<file path="config.mk">
export PLATFORM = sky130hd
export DESIGN_NAME = enc_edge_counter
export DESIGN_NICKNAME = d
export VERILOG_FILES = /design/src/rtl/enc_edge_counter.sv
export SDC_FILE = /design/constraint.sdc
export NUM_CORES = 1
export LEC_CHECK = 0
export ABC_AREA = 1
export CAP_MARGIN = 25
export CORE_AREA = 2 2 63 65
export DETAILED_ROUTE_END_ITERATION = 6
export DIE_AREA = 0 0 65 67
export HOLD_SLACK_MARGIN = 0.03
export PLACE_DENSITY = 0.79
export SYNTH_ARGS = -nofsm -noshare
export SYNTH_HDL_FRONTEND = slang
export SYNTH_SLANG_ARGS = --single-unit
</file>
<file path="constraint.sdc">
create_clock -name clk -period 3.7 [get_ports clk]
set_input_delay 0.555 -clock clk [delete_from_list [all_inputs] [get_ports clk]]
set_output_delay 0.555 -clock clk [all_outputs]
set_load 0.1 [all_outputs]
</file>
<file path="src/rtl/enc_edge_counter.sv">
`timescale 1ns/1ps
`default_nettype none
//==============================================================================
// Module      : enc_edge_counter
// Description : Counts edges of an asynchronous encoder pin. The pin is
//               synchronized, debounced by a FILT_LEN-sample stability
//               filter, edge-detected and counted. A snapshot register gives
//               a bus reader a stable copy of the count, and a sticky flag
//               records counter wrap.
// Options     : ENC_BOTH_EDGES_EN - when defined, both rising and falling
//               edges of the filtered level are counted; otherwise only
//               rising edges are counted. The port list is the same in both.
// Revision    : 1.0 - initial release
//==============================================================================
module enc_edge_counter #(
  parameter int FILT_LEN = 4,   // consecutive disagreeing samples (1..15)
  parameter int CNT_W    = 16   // width of count and snapshot
) (
  input  logic             clk,
  input  logic             rst_n,
  input  logic             enc_in,
  input  logic             clr,
  input  logic             snap_req,
  output logic [CNT_W-1:0] count,
  output logic [CNT_W-1:0] snap,
  output logic             snap_valid,
  output logic             ovf
);

  // The filter switches on the FILT_LEN-th consecutive disagreeing sample,
  // i.e. in the cycle where the stability counter would reach FILT_LEN.
  localparam logic [3:0] c_filt_last = 4'(FILT_LEN - 1);
  localparam logic [CNT_W-1:0] c_cnt_one = CNT_W'(1);

  // Synchronizer, filter and edge-detect state
  logic             r_sync1;
  logic             r_sync2;
  logic             r_lvl;
  logic             r_lvl_prev;
  logic [3:0]       r_stab;

  // Counter and snapshot state
  logic [CNT_W-1:0] r_count;
  logic [CNT_W-1:0] r_snap;
  logic             r_snap_valid;
  logic             r_ovf;

  // Combinational decode
  logic             w_stab_done;
  logic             w_rise;
  logic             w_edge;
  logic             w_wrap;

  assign w_stab_done = (r_stab == c_filt_last);
  assign w_rise      = r_lvl & ~r_lvl_prev;

`ifdef ENC_BOTH_EDGES_EN
  logic             w_fall;
  assign w_fall = ~r_lvl & r_lvl_prev;
  assign w_edge = w_rise | w_fall;
`else
  assign w_edge = w_rise;
`endif

  // A counted edge while the counter is all-ones is a wrap to zero
  assign w_wrap = w_edge & (r_count == {CNT_W{1'b1}});

  // Two-flop synchronizer for the asynchronous encoder pin; its zero reset
  // state also keeps any count change at least 2+FILT_LEN+1 cycles after
  // reset release.
  always_ff @(posedge clk or negedge rst_n) begin
    if (!rst_n) begin
      r_sync1 <= 1'b0;
      r_sync2 <= 1'b0;
    end else begin
      r_sync1 <= enc_in;
      r_sync2 <= r_sync1;
    end
  end

  // Stability filter: level follows the sample only after FILT_LEN
  // consecutive disagreeing samples; any agreeing sample restarts the run.
  always_ff @(posedge clk or negedge rst_n) begin
    if (!rst_n) begin
      r_lvl  <= 1'b0;
      r_stab <= 4'd0;
    end else if (r_sync2 != r_lvl) begin
      if (w_stab_done) begin
        r_lvl  <= r_sync2;
        r_stab <= 4'd0;
      end else begin
        r_stab <= r_stab + 4'd1;
      end
    end else begin
      r_stab <= 4'd0;
    end
  end

  // Previous filtered level, used to form the one-cycle edge strobe
  always_ff @(posedge clk or negedge rst_n) begin
    if (!rst_n) begin
      r_lvl_prev <= 1'b0;
    end else begin
      r_lvl_prev <= r_lvl;
    end
  end

  // Edge counter; clear wins over a same-cycle edge, which is dropped
  always_ff @(posedge clk or negedge rst_n) begin
    if (!rst_n) begin
      r_count <= '0;
    end else if (clr) begin
      r_count <= '0;
    end else if (w_edge) begin
      r_count <= r_count + c_cnt_one;
    end
  end

  // Sticky wrap flag; clear wins even over a same-cycle wrap
  always_ff @(posedge clk or negedge rst_n) begin
    if (!rst_n) begin
      r_ovf <= 1'b0;
    end else if (clr) begin
      r_ovf <= 1'b0;
    end else if (w_wrap) begin
      r_ovf <= 1'b1;
    end
  end

  // Snapshot captures the pre-update count; clr leaves it untouched.
  // The valid pulse follows every request by one cycle, so back-to-back
  // requests give back-to-back pulses.
  always_ff @(posedge clk or negedge rst_n) begin
    if (!rst_n) begin
      r_snap       <= '0;
      r_snap_valid <= 1'b0;
    end else begin
      r_snap_valid <= snap_req;
      if (snap_req) begin
        r_snap <= r_count;
      end
    end
  end

  assign count      = r_count;
  assign snap       = r_snap;
  assign snap_valid = r_snap_valid;
  assign ovf        = r_ovf;

endmodule
`default_nettype wire

</file>
# Word level (Yosys, flattened, before mapping)
# Index checks and enable logic that the tools add are counted.
# word_totals
regBits	42
latchBits	0
mem_bits_rw	0
romBits	0
inputBits	5
out_inout_bits	34
wordCells	26
mem_count	0
# op_classes
add_sub_neg	2
multipliers	0
div	0
order_cmp	0
eq_ne	3
shift	0
muxes	6
bitwise_logic	3
reduce_logical	3
# op_table
op	count
16-bit 2-to-1 mux	2
16-bit by 1-bit adder with 16-bit output, second input constant	1
16-bit equality test, second input constant	1
4-bit 2-to-1 mux	2
4-bit by 1-bit adder with 4-bit output, second input constant	1
4-bit by 2-bit equality test with 1-bit output, second input constant	1
2-bit nonzero test	2
1-bit bitwise AND	2
1-bit 2-to-1 mux	2
2-bit AND reduction	1
1-bit != test	1
1-bit NOT	1

# Longest topological paths before layout
# logic_depth
word_depth	5
depth_mapped	8
ltp_nobuf	8

# Least setup slack after synthesis
# No wires, ideal clock.
# synth_timing
path_kind	reg2reg
start	reg r_count[1] (netlist: count[1])
end	reg r_count[10] (netlist: count[10])
setup_ps	124
t_arrival_ps	1891
required_ps	3576
setup_slack_ps	1685
path_stages_with_launch	9
n_path_buf	0
synth_period_minus_slack_ps	2015
path_cell_list	dfrtp_1 ha_1 nand2_1 nor2_2 nand2_2 nor2_4 nand3_1 nand2_1 nor2_1
# synth_between
elab_chain_len	3
# synth_lines
item	line	source
start, declared	43	logic [CNT_W-1:0] r_count;
start signal, assigned	115	r_count <= r_count + c_cnt_one;
16-bit by 1-bit adder with 16-bit output	115	
16-bit 2-to-1 mux	114	end else if (w_edge) begin
16-bit 2-to-1 mux	112	end else if (clr) begin
# Every way passes these cells. The select of a mux whose other input is x is not followed.
# A chain may end at the register's enable or synchronous reset.

# Final worst setup path
# layout_timing
start	reg r_count[11] (netlist: count[11])
end	out count[11]
# layout_rtl
item	line	source
end, declared	24	output logic [CNT_W-1:0] count,
# No word-level cell between the ends.

==> impl_metrics.tcl <==
set metrics [dict create \
    run_status "complete, no violations" \
    synth-edff-count 0 \
    floorplan.rows 22 \
    nNetsFinal 246 \
    hold_worst_path_end "r_sync2" \
    place.gp.congestion 0.761 \
    fin_worst_skew_ps 5.52 \
    initial_core_util_pct 51.5 \
    drt_first_iter_violations 53 \
    synth.top_cells.by_count "42 x sky130_fd_sc_hd__dfrtp_1, 34 x sky130_fd_sc_hd__nor2_1, 31 x sky130_fd_sc_hd__nand2_1" \
    drv_cap 0 \
    synth.distinct_cells 22 \
    remaining_drc_errors 0 \
    cts_resized 0 \
    worst-endpoint-arrival_ps 1960 \
    worstPathMaxFanout 7 \
    io_buffer_count 38 \
    regToRegStartpoint "count[1]" \
    synthCells 198 \
    power.switching_fraction_pct 36.3 \
    cts_buffer_depth 2 \
    timing.fmax_ghz 0.397 \
    finalCoreUtilization_pct 65.5 \
    cp.required_ps 3140 \
    setup_viol 0 \
    pwr_density_cell_nw_per_um2 485 \
    drt-wirelength-per-cell_um 12.5 \
    grt_setup_unrepaired "false" \
    global_route.usage.total_pct 18.5 \
    clk_latency_ps 300 \
    post-cts-setup-buffers 0 \
    cts.clk_slew.worst_paths_ps 80 \
    instances_no_fill 288 \
    dominantRegCellSynth "sky130_fd_sc_hd__dfrtp_1" \
    insertedDiodeCount 0 \
    syn_area_um2 1860 \
    cp-end-kind "primary output" \
    synth_top_cell_by_area "sky130_fd_sc_hd__dfrtp_1" \
    synth_fp_nets 205 \
    post_dp_cell_area_um2 2270 \
    global_route_wire_length_before_repair_um 6000 \
    timing.critical_path.cells "clkdlybuf4s50_1" \
    timing.hold.worst.start "r_sync1" \
    p_switching_uw 416 \
    syn2layout_area_growth_pct 27.3 \
    ys_warn_count 0 \
    clock_sinks 42 \
    worst_ir_drop_vdd_uv 277 \
    tritoncts "built" \
    worst_pin_slew_ps 988 \
    fin_tns_setup_ps 0 \
    p_int_uw 731 \
    design.core.area_um2 3610 \
    power.clock.fraction_pct 26.2 \
    regToRegEndpoint "count[14]" \
    hold_path_depth 0 \
    sequentialPowerShare_pct 46.7 \
    final_max_tran_viols 0 \
    timing.reg2reg.worst_path_depth 6 \
    grt_start_max_net_pins 43 \
    critPathSlowestCell "sky130_fd_sc_hd__clkdlybuf4s50_1" \
    number_of_global_route_vias_before_repair 1326 \
    gr-total-overflow 0 \
    report.final.hold_viol_count 0 \
    fp.dieW_um 65 \
    antenna_found_initial 0 \
    critical_path.n_buffers_inverters 1 \
    routed_wirelength_um 3590 \
    avgSynthCellArea_um2 9.38 \
    leading_post_synthesis_cells_by_cell_area "sky130_fd_sc_hd__dfrtp_1 57%, sky130_fd_sc_hd__nor2_1 6.9%, sky130_fd_sc_hd__nand2_1 6.3%" \
    htree_levels 2 \
    cts_hold_repair_buffers 0 \
    place.detailed.hpwl_um 2500 \
    firstDrtPassIters 4 \
    synth.most_common_cell "sky130_fd_sc_hd__dfrtp_1" \
    power_frac_comb_pct 27.1 \
    critical_path_class "reg -> out" \
    die_area_um2 4360 \
    clock-root-buffer "sky130_fd_sc_hd__clkbuf_8" \
    final_cell_area_um2 2360 \
    synth_top_area_share_pct 56.6 \
    final.min_clock_period_ps 2520 \
    drt.antenna.violating_nets 0 \
    boundaryPins 39 \
    synth_seq_cells 42 \
    worst_path_max_stage_delay_ps 1180 \
    max-slew-margin-rel_pct 33.9 \
    tritoncts.num_buffers 5 \
    rrSetupSlack_ps 2260 \
    dp.cells 280 \
    routed-via-count 1466 \
    fp.dieH_um 67 \
    total_power_uw 1150 \
    post_synthesis_sequential_area_ratio_pct 56.6 \
    synth-async-reset-ratio_pct 100 \
    cp_top_family "buffers and inverters" \
    power_leakage_uw 0.00102 \
    fraction_of_final_layout_cells_with_drive_strength_greater_than_1_pct 13.3 \
    post_drt_via_cell_ratio 5.09 \
    final_min_period_over_clock_period_pct 68.1 \
    hp-class "reg -> reg" \
    critical_path.startpoint_type "register" \
]
[cell usage in the layout (no fill, tap or decap), types with 2 or more instances in the layout]
cell type / synthesis / final
sky130_fd_sc_hd__nand4_1: 2 / 2
sky130_fd_sc_hd__nand2_2: 4 / 4
sky130_fd_sc_hd__nor2_1: 34 / 34
sky130_fd_sc_hd__dfrtp_1: 42 / 42
sky130_fd_sc_hd__clkdlybuf4s50_1: 0 / 37
sky130_fd_sc_hd__nor2_4: 3 / 3
sky130_fd_sc_hd__o21ai_1: 3 / 3
sky130_fd_sc_hd__nand3_1: 10 / 10
sky130_fd_sc_hd__nor3_1: 5 / 5
sky130_fd_sc_hd__nand2_1: 31 / 31
sky130_fd_sc_hd__a21oi_2: 2 / 2
sky130_fd_sc_hd__clkbuf_8: 0 / 6
sky130_fd_sc_hd__ha_1: 2 / 2
sky130_fd_sc_hd__xnor2_1: 2 / 2
sky130_fd_sc_hd__nor2_2: 2 / 2
sky130_fd_sc_hd__o21ai_0: 5 / 5
sky130_fd_sc_hd__inv_2: 3 / 3
sky130_fd_sc_hd__inv_1: 16 / 16
sky130_fd_sc_hd__a21oi_1: 17 / 17
sky130_fd_sc_hd__mux2_2: 8 / 8
[layout make-up]
type / instances / area, um^2
Clock buffer: 7 / 86.3
Clock inverter: 1 / 5.00
Inverter: 19 / 71.3
Tap cell: 48 / 60.1
Timing Repair Buffer: 38 / 375
Sequential cell: 42 / 1050
Multi-Input combinational cell: 133 / 714
Fill cell: 283 / 1240
[per-layer routing]
metal | wire length, um | vias up | track usage [%] | share of wire [%]
li1 | - | 722 | - | -
met1 | 1710 | 707 | 23.8 | 48
met2 | 1650 | 30 | 29.4 | 46
met3 | 183 | 7 | 6.25 | 5.1
met4 | 53 | 0 | 6.38 | 1.5
met5 | 0 | - | 0 | 0
[cell families (layout without fill, tap and decap cells)]
kind of cell    Yosys count  after routing  share of synthesized area (%)
simple gates             93             93                           23.2
flops                    42             42                           56.6
compound gates           27             27                           7.68
buf+inv                  23             65                           4.92
mux                       8              8                           4.85
xor+xnor                  3              3                           1.42
fa+ha+maj                 2              2                           1.35
[state kept, by name (all words and copies together) (netlist names)]
signal / count
count: 16
snap: 16
r_stab: 4
ovf: 1
r_lvl: 1
r_lvl_prev: 1
r_sync1: 1
r_sync2: 1
snap_valid: 1
[metrics by stage]
stage | setup slack (ps) | hold WS [ps]
floorplan | 1680 | 259
global placement | 1520 | 332
detailed placement | 1480 | 339
CTS | 1180 | 356
global route | 1130 | 370
finish | 1180 | 352
[how the worst max path moves through the flow]
stage / from / slack (ps) / depth (start not counted) / endpoint
after global placement: snap_req / 1520 / 2 / snap[13]
final: count[11] / 1180 / 1 / count[11]
after floorplan: count[1] / 1680 / 8 / count[10]
after CTS: count[11] / 1180 / 1 / count[11]
after global routing: count[11] / 1130 / 1 / count[11]
after detailed placement: snap_req / 1480 / 2 / snap[1]
[power groups by stage]
| stage | Sequential, uW | Combinational [uW] | Clock (uW) |
|---|---|---|---|
| after floorplan | 679 | 99.1 | 0 |
| after global placement | 542 | 307 | 0 |
| after detailed placement | 545 | 312 | 0 |
| after CTS | 536 | 313 | 307 |
| after global routing | 541 | 331 | 330 |
| final | 535 | 311 | 301 |
(Power assumes the default switching activity.)
